File: config.mk
export PLATFORM = sky130hd
export DESIGN_NAME = syn_fc_engine
export DESIGN_NICKNAME = d
export VERILOG_FILES = /design/src/rtl/syn_fc_engine.sv
export SDC_FILE = /design/constraint.sdc
export NUM_CORES = 2
export LEC_CHECK = 0
export ABC_AREA = 1
export BUFFER_PORTS_ARGS = -buffer_cell sky130_fd_sc_hd__buf_2
export CORE_ASPECT_RATIO = 0.5
export CORE_MARGIN = 4
export CORE_UTILIZATION = 50
export CTS_BUF_LIST = sky130_fd_sc_hd__clkbuf_4
export DETAILED_ROUTE_END_ITERATION = 7
export PLACE_DENSITY = 0.67
export SLEW_MARGIN = 20
export SYNTH_ARGS = -nofsm -noshare
export SYNTH_HDL_FRONTEND = slang
export SYNTH_SLANG_ARGS = --single-unit
File: constraint.sdc
create_clock -name clk -period 20 [get_ports clk]
set_input_delay 4 -clock clk [delete_from_list [all_inputs] [get_ports clk]]
set_output_delay 4 -clock clk [all_outputs]
set_load 0.01 [all_outputs]
File: src/rtl/syn_fc_engine.sv
// Fully-connected layer engine: LANES-wide signed MAC over IN_LEN inputs per
// neuron, bias add, arithmetic requantise, saturate. Optional ReLU via FC_RELU_EN.
module syn_fc_engine #(
  parameter int DW          = 8,
  parameter int LANES       = 8,
  parameter int IN_LEN      = 200,
  parameter int NEU_NUM     = 16,
  parameter int AW          = 24,
  parameter int SHIFT       = 7,
  parameter int WEIGHT_BASE = 0,
  localparam int BEATS      = IN_LEN / LANES,
  localparam int DAW        = (BEATS > 1) ? $clog2(BEATS) : 1,
  localparam int NAW        = (NEU_NUM > 1) ? $clog2(NEU_NUM) : 1,
  localparam int WDEPTH     = WEIGHT_BASE + NEU_NUM * BEATS,
  localparam int WAW        = (WDEPTH > 1) ? $clog2(WDEPTH) : 1
) (
  input  logic                  clk,
  input  logic                  rst,
  input  logic                  start_valid,
  output logic                  start_ready,
  output logic [DAW-1:0]        data_addr,
  input  logic [LANES*DW-1:0]   data_rd,
  output logic [WAW-1:0]        weight_addr,
  input  logic [LANES*DW-1:0]   weight_rd,
  output logic [NAW-1:0]        bias_addr,
  input  logic [DW-1:0]         bias_data,
  output logic                  res_valid,
  input  logic                  res_ready,
  output logic [DW-1:0]         res_data,
  output logic [NAW-1:0]        res_idx,
  output logic                  done
);

  typedef enum logic [2:0] {
    S_IDLE,
    S_MAC,
    S_DRAIN,
    S_BIAS,
    S_OUT
  } state_t;

  localparam logic [DAW-1:0] KLAST = DAW'(BEATS - 1);
  localparam logic [NAW-1:0] NLAST = NAW'(NEU_NUM - 1);

  state_t                state_q, state_d;
  logic [NAW-1:0]        n_q, n_d;
  logic [DAW-1:0]        k_q, k_d;
  logic signed [AW-1:0]  acc_q, acc_d;
  logic [DW-1:0]         res_q, res_d;
  logic                  done_q, done_d;

  logic signed [AW-1:0]   dot;
  logic signed [DW-1:0]   lane_a, lane_b;
  logic signed [2*DW-1:0] prod;
  logic signed [AW-1:0]   prod_x;

  always_comb begin
    dot    = '0;
    lane_a = '0;
    lane_b = '0;
    prod   = '0;
    prod_x = '0;
    for (int i = 0; i < LANES; i++) begin
      lane_a = data_rd[i*DW +: DW];
      lane_b = weight_rd[i*DW +: DW];
      prod   = lane_a * lane_b;
      prod_x = prod;
      dot    = dot + prod_x;
    end
  end

  logic signed [AW-1:0] bias_x, biased, shifted;
  logic [DW-1:0]        sat;

  always_comb begin
    bias_x  = $signed(bias_data);
    biased  = acc_q + bias_x;
    shifted = biased >>> SHIFT;
`ifdef FC_RELU_EN
    if (shifted[AW-1]) shifted = '0;
`endif
    // In range iff every bit above the DW-1 sign bit matches it
    if (shifted[AW-1:DW-1] == {(AW-DW+1){shifted[AW-1]}})
      sat = shifted[DW-1:0];
    else if (shifted[AW-1])
      sat = {1'b1, {(DW-1){1'b0}}};
    else
      sat = {1'b0, {(DW-1){1'b1}}};
  end

  always_comb begin
    state_d = state_q;
    n_d     = n_q;
    k_d     = k_q;
    acc_d   = acc_q;
    res_d   = res_q;
    done_d  = 1'b0;
    unique case (state_q)
      S_IDLE: begin
        if (start_valid) begin
          state_d = S_MAC;
          n_d     = '0;
          k_d     = '0;
          acc_d   = '0;
        end
      end
      S_MAC: begin
        // Read data for beat k-1 lands this cycle
        if (k_q != '0) acc_d = acc_q + dot;
        if (k_q == KLAST) begin
          k_d     = '0;
          state_d = S_DRAIN;
        end else begin
          k_d = k_q + 1'b1;
        end
      end
      S_DRAIN: begin
        acc_d   = acc_q + dot;
        state_d = S_BIAS;
      end
      S_BIAS: begin
        res_d   = sat;
        state_d = S_OUT;
      end
      S_OUT: begin
        if (res_ready) begin
          if (n_q == NLAST) begin
            done_d  = 1'b1;
            n_d     = '0;
            state_d = S_IDLE;
          end else begin
            n_d     = n_q + 1'b1;
            k_d     = '0;
            acc_d   = '0;
            state_d = S_MAC;
          end
        end
      end
      default: state_d = S_IDLE;
    endcase
  end

  always_ff @(posedge clk) begin
    if (rst) begin
      state_q <= S_IDLE;
      n_q     <= '0;
      k_q     <= '0;
      acc_q   <= '0;
      res_q   <= '0;
      done_q  <= 1'b0;
    end else begin
      state_q <= state_d;
      n_q     <= n_d;
      k_q     <= k_d;
      acc_q   <= acc_d;
      res_q   <= res_d;
      done_q  <= done_d;
    end
  end

  logic in_mac;
  assign in_mac      = (state_q == S_MAC);
  assign start_ready = (state_q == S_IDLE);
  assign res_valid   = (state_q == S_OUT);
  assign res_data    = res_q;
  assign res_idx     = n_q;
  assign bias_addr   = n_q;
  assign done        = done_q;
  assign data_addr   = in_mac ? k_q : '0;
  assign weight_addr = in_mac
    ? WAW'(WEIGHT_BASE + int'(n_q) * BEATS + int'(k_q))
    : '0;

endmodule

==> results.cfg <==
[setup_path]
cpPeakStageDelay_ns = 0.57
worst_path_max_delay_cell = fa_1
critPathMaxFanout = 9
cp-start-kind = primary input
cp.arrival_ns = 11.98
cp-end-kind = flop
path_common_cell = fa_1
required_ns = 20.25
path_class = in2reg

[grt]
antenna_found_initial = 2
grt_overflow = 0
met1_usage_pct = 30.6
grtUsageMet3_pct = 2.06
grt_usage_pct = 22.7
top_usage_layer = met2
grt_max_degree = 36
grt_pass1_vias = 23418
met2_usage_pct = 41.2
grt_pass1_wl_um = 117000

[timing]
fin_setup_tns_ns = 0
fmax_ghz = 0.0852
drv_slew = 0
hold_viol = 0
slew_headroom_pct = 49.4
tightest_slew_ns = 0.753
rsz0062_at_grt = no
setup_viol = 0
period_minus_slack_ns = 11.73
period_share_pct = 58.7
skew_ns = 0.0188

[placed_design]
portBuffers = 172
place_congestion = 0.907
place_inst = 4431
dp_hpwl_um = 65300

[synth]
synth_area_mm2 = 0.0297
ys_top_cells_by_area = fa_1 (51%), inv_1 (16%), ha_1 (12%)
synth_area_per_cell_um2 = 8.19
synth_cell_types = 43
yosysSeqAreaShare_pct = 3.04
synthCells = 3623
synth.largest_area_cell = fa_1
synth_warnings = 0
synth.net_count = 4787
synth_top_area_share_pct = 50.6
ys_ff_latch = 45

[clock_tree]
tritoncts = done
cts_buffers = 5
clkLatencyLatePin_ns = 0.39
hold_buffers = 0
cts_resized = 0
cts.clk_slew.worst_paths_ns = 0.16
htreeDepth = 2
cts.path.max_buffers = 2
post_cts_buffers = 0
clock-root-buffer = clkbuf_4
cts.sinks = 45

[layout]
n_antenna_cell = 0
drive_gt1_share_pct = 6.57
synthToLayoutAreaGrowth_pct = 4.58
fin_cells = 4438
nNetsFinal = 4834

[die]
ios = 173
rows = 62
initial_core_util_pct = 51.1
dieArea_mm2 = 0.0635
die_height_um = 180
core_mm2 = 0.0580
die_x_um = 352

[drt]
route.final.wire_length_um = 68600
ant_nets = 0
post-route-drc-count = 0
wl_per_cell_um = 15.5
drt_iter0_markers = 1041
vias = 21314
viasPerCell = 4.80
drtPass1Iterations = 5

[hold_path]
hold_path_class = reg2reg

[status]
status = complete, no violations

[job]
maxCapViolCount = 0
-- placed cells by master, fill, tap and decap left out, drive strengths merged --
cell,Yosys,layout
nor2,126,126
fa,749,749
inv,1263,1264
nand3,48,48
xor2,12,12
a21o,5,5
nor3,14,14
clkbuf,126,5
o21a,1,1
ha,275,275
xnor2,17,17
o21bai,3,3
a211oi,4,4
clkinv,2,3
nand2,734,734
o41ai,1,1
buf,8,174
or2,33,33
nor4,4,4
nand4,15,15
and2,1,1
nand3b,2,2
o31ai,2,2
a21oi,85,85
dfxtp,45,45
o211ai,1,1
a221oi,1,1
a31oi,5,5
o21ai,41,41
-- per-stage QoR --
step                      area [µm²]  utilization (%)  setup slack (ns)  hold WS, ns
after CTS                      31000             53.5              8.30        0.489
after global placement         31000             53.4              7.95        0.452
after global routing           31000             53.5              7.89        0.538
after floorplan                29700                -              8.71        0.461
final                          31000             53.5              8.27        0.482
after detailed placement       31000             53.4              7.93        0.468
-- sequential cells by signal (all words and copies together) (netlist names) --
name	flops
acc_q	24
res_data	8
k_q	5
bias_addr	4
state_q	3
done	1
-- logic make-up after synthesis --
| family | count (synthesis) | synth area share, % |
|---|---|---|
| flip-flops | 45 | 3.04 |
| adder cells (fa/ha/maj) | 1024 | 62.2 |
| AND/OR/NAND/NOR | 977 | 13.4 |
| buffers and inverters | 1399 | 17.8 |
| AO/OA/AOI/OAI | 149 | 2.72 |
| XOR/XNOR | 29 | 0.907 |
-- Yosys cell counts (all sizes together) --
| master | n |
|---|---|
| a31oi | 5 |
| o21a | 1 |
| nor2 | 126 |
| o211ai | 1 |
| a211oi | 4 |
| ha | 275 |
| xor2 | 12 |
| a21oi | 85 |
| nor3 | 14 |
| dfxtp | 45 |
| clkbuf | 126 |
| and2 | 1 |
| clkinv | 2 |
| nand3 | 48 |
| fa | 749 |
| o31ai | 2 |
| xnor2 | 17 |
| nand4 | 15 |
| o21ai | 41 |
| buf | 8 |
| o41ai | 1 |
| a21o | 5 |
| a221oi | 1 |
| inv | 1263 |
| nor4 | 4 |
| nand3b | 2 |
| nand2 | 734 |
| o21bai | 3 |
| or2 | 33 |
-- final timing paths --
path         slack [ns]  cells past startpoint          start     endpoint
min                0.48                      2    res_data[7]  res_data[7]
max                8.27                     30  weight_rd[23]    acc_q[20]
max reg2reg       12.74                     30       acc_q[6]    acc_q[20]
min reg2reg        0.48                      2    res_data[7]  res_data[7]
-- final cells by class --
| type | count | area [µm²] |
|---|---|---|
| inverters | 1265 | 4750 |
| repair buffers | 174 | 876 |
| clock inverters | 2 | 13.8 |
| fillers | 5535 | 27000 |
| multi-input cells | 2179 | 23500 |
| clock buffers | 5 | 37.5 |
| well taps | 768 | 961 |
| flip-flops and latches | 45 | 901 |
-- metal layers --
layer  routed length [µm]  vias up
li1                     -    10138
met1                30500    10719
met2                34600      371
met3                 2510       82
met4                  932        4
met5                   27        -
-- worst max-delay path, delay by kind of cell --
| family | cells | cell delay (ns) |
|---|---|---|
| and+or+nand+nor | 7 | 0.88 |
| AOI/OAI and AO/OA | 5 | 0.95 |
| buffers and inverters | 7 | 0.68 |
| adders and majority gates | 11 | 5.45 |
Power is not shown: default switching activity piles up to over one toggle a cycle in this logic, so the estimate is an artifact.
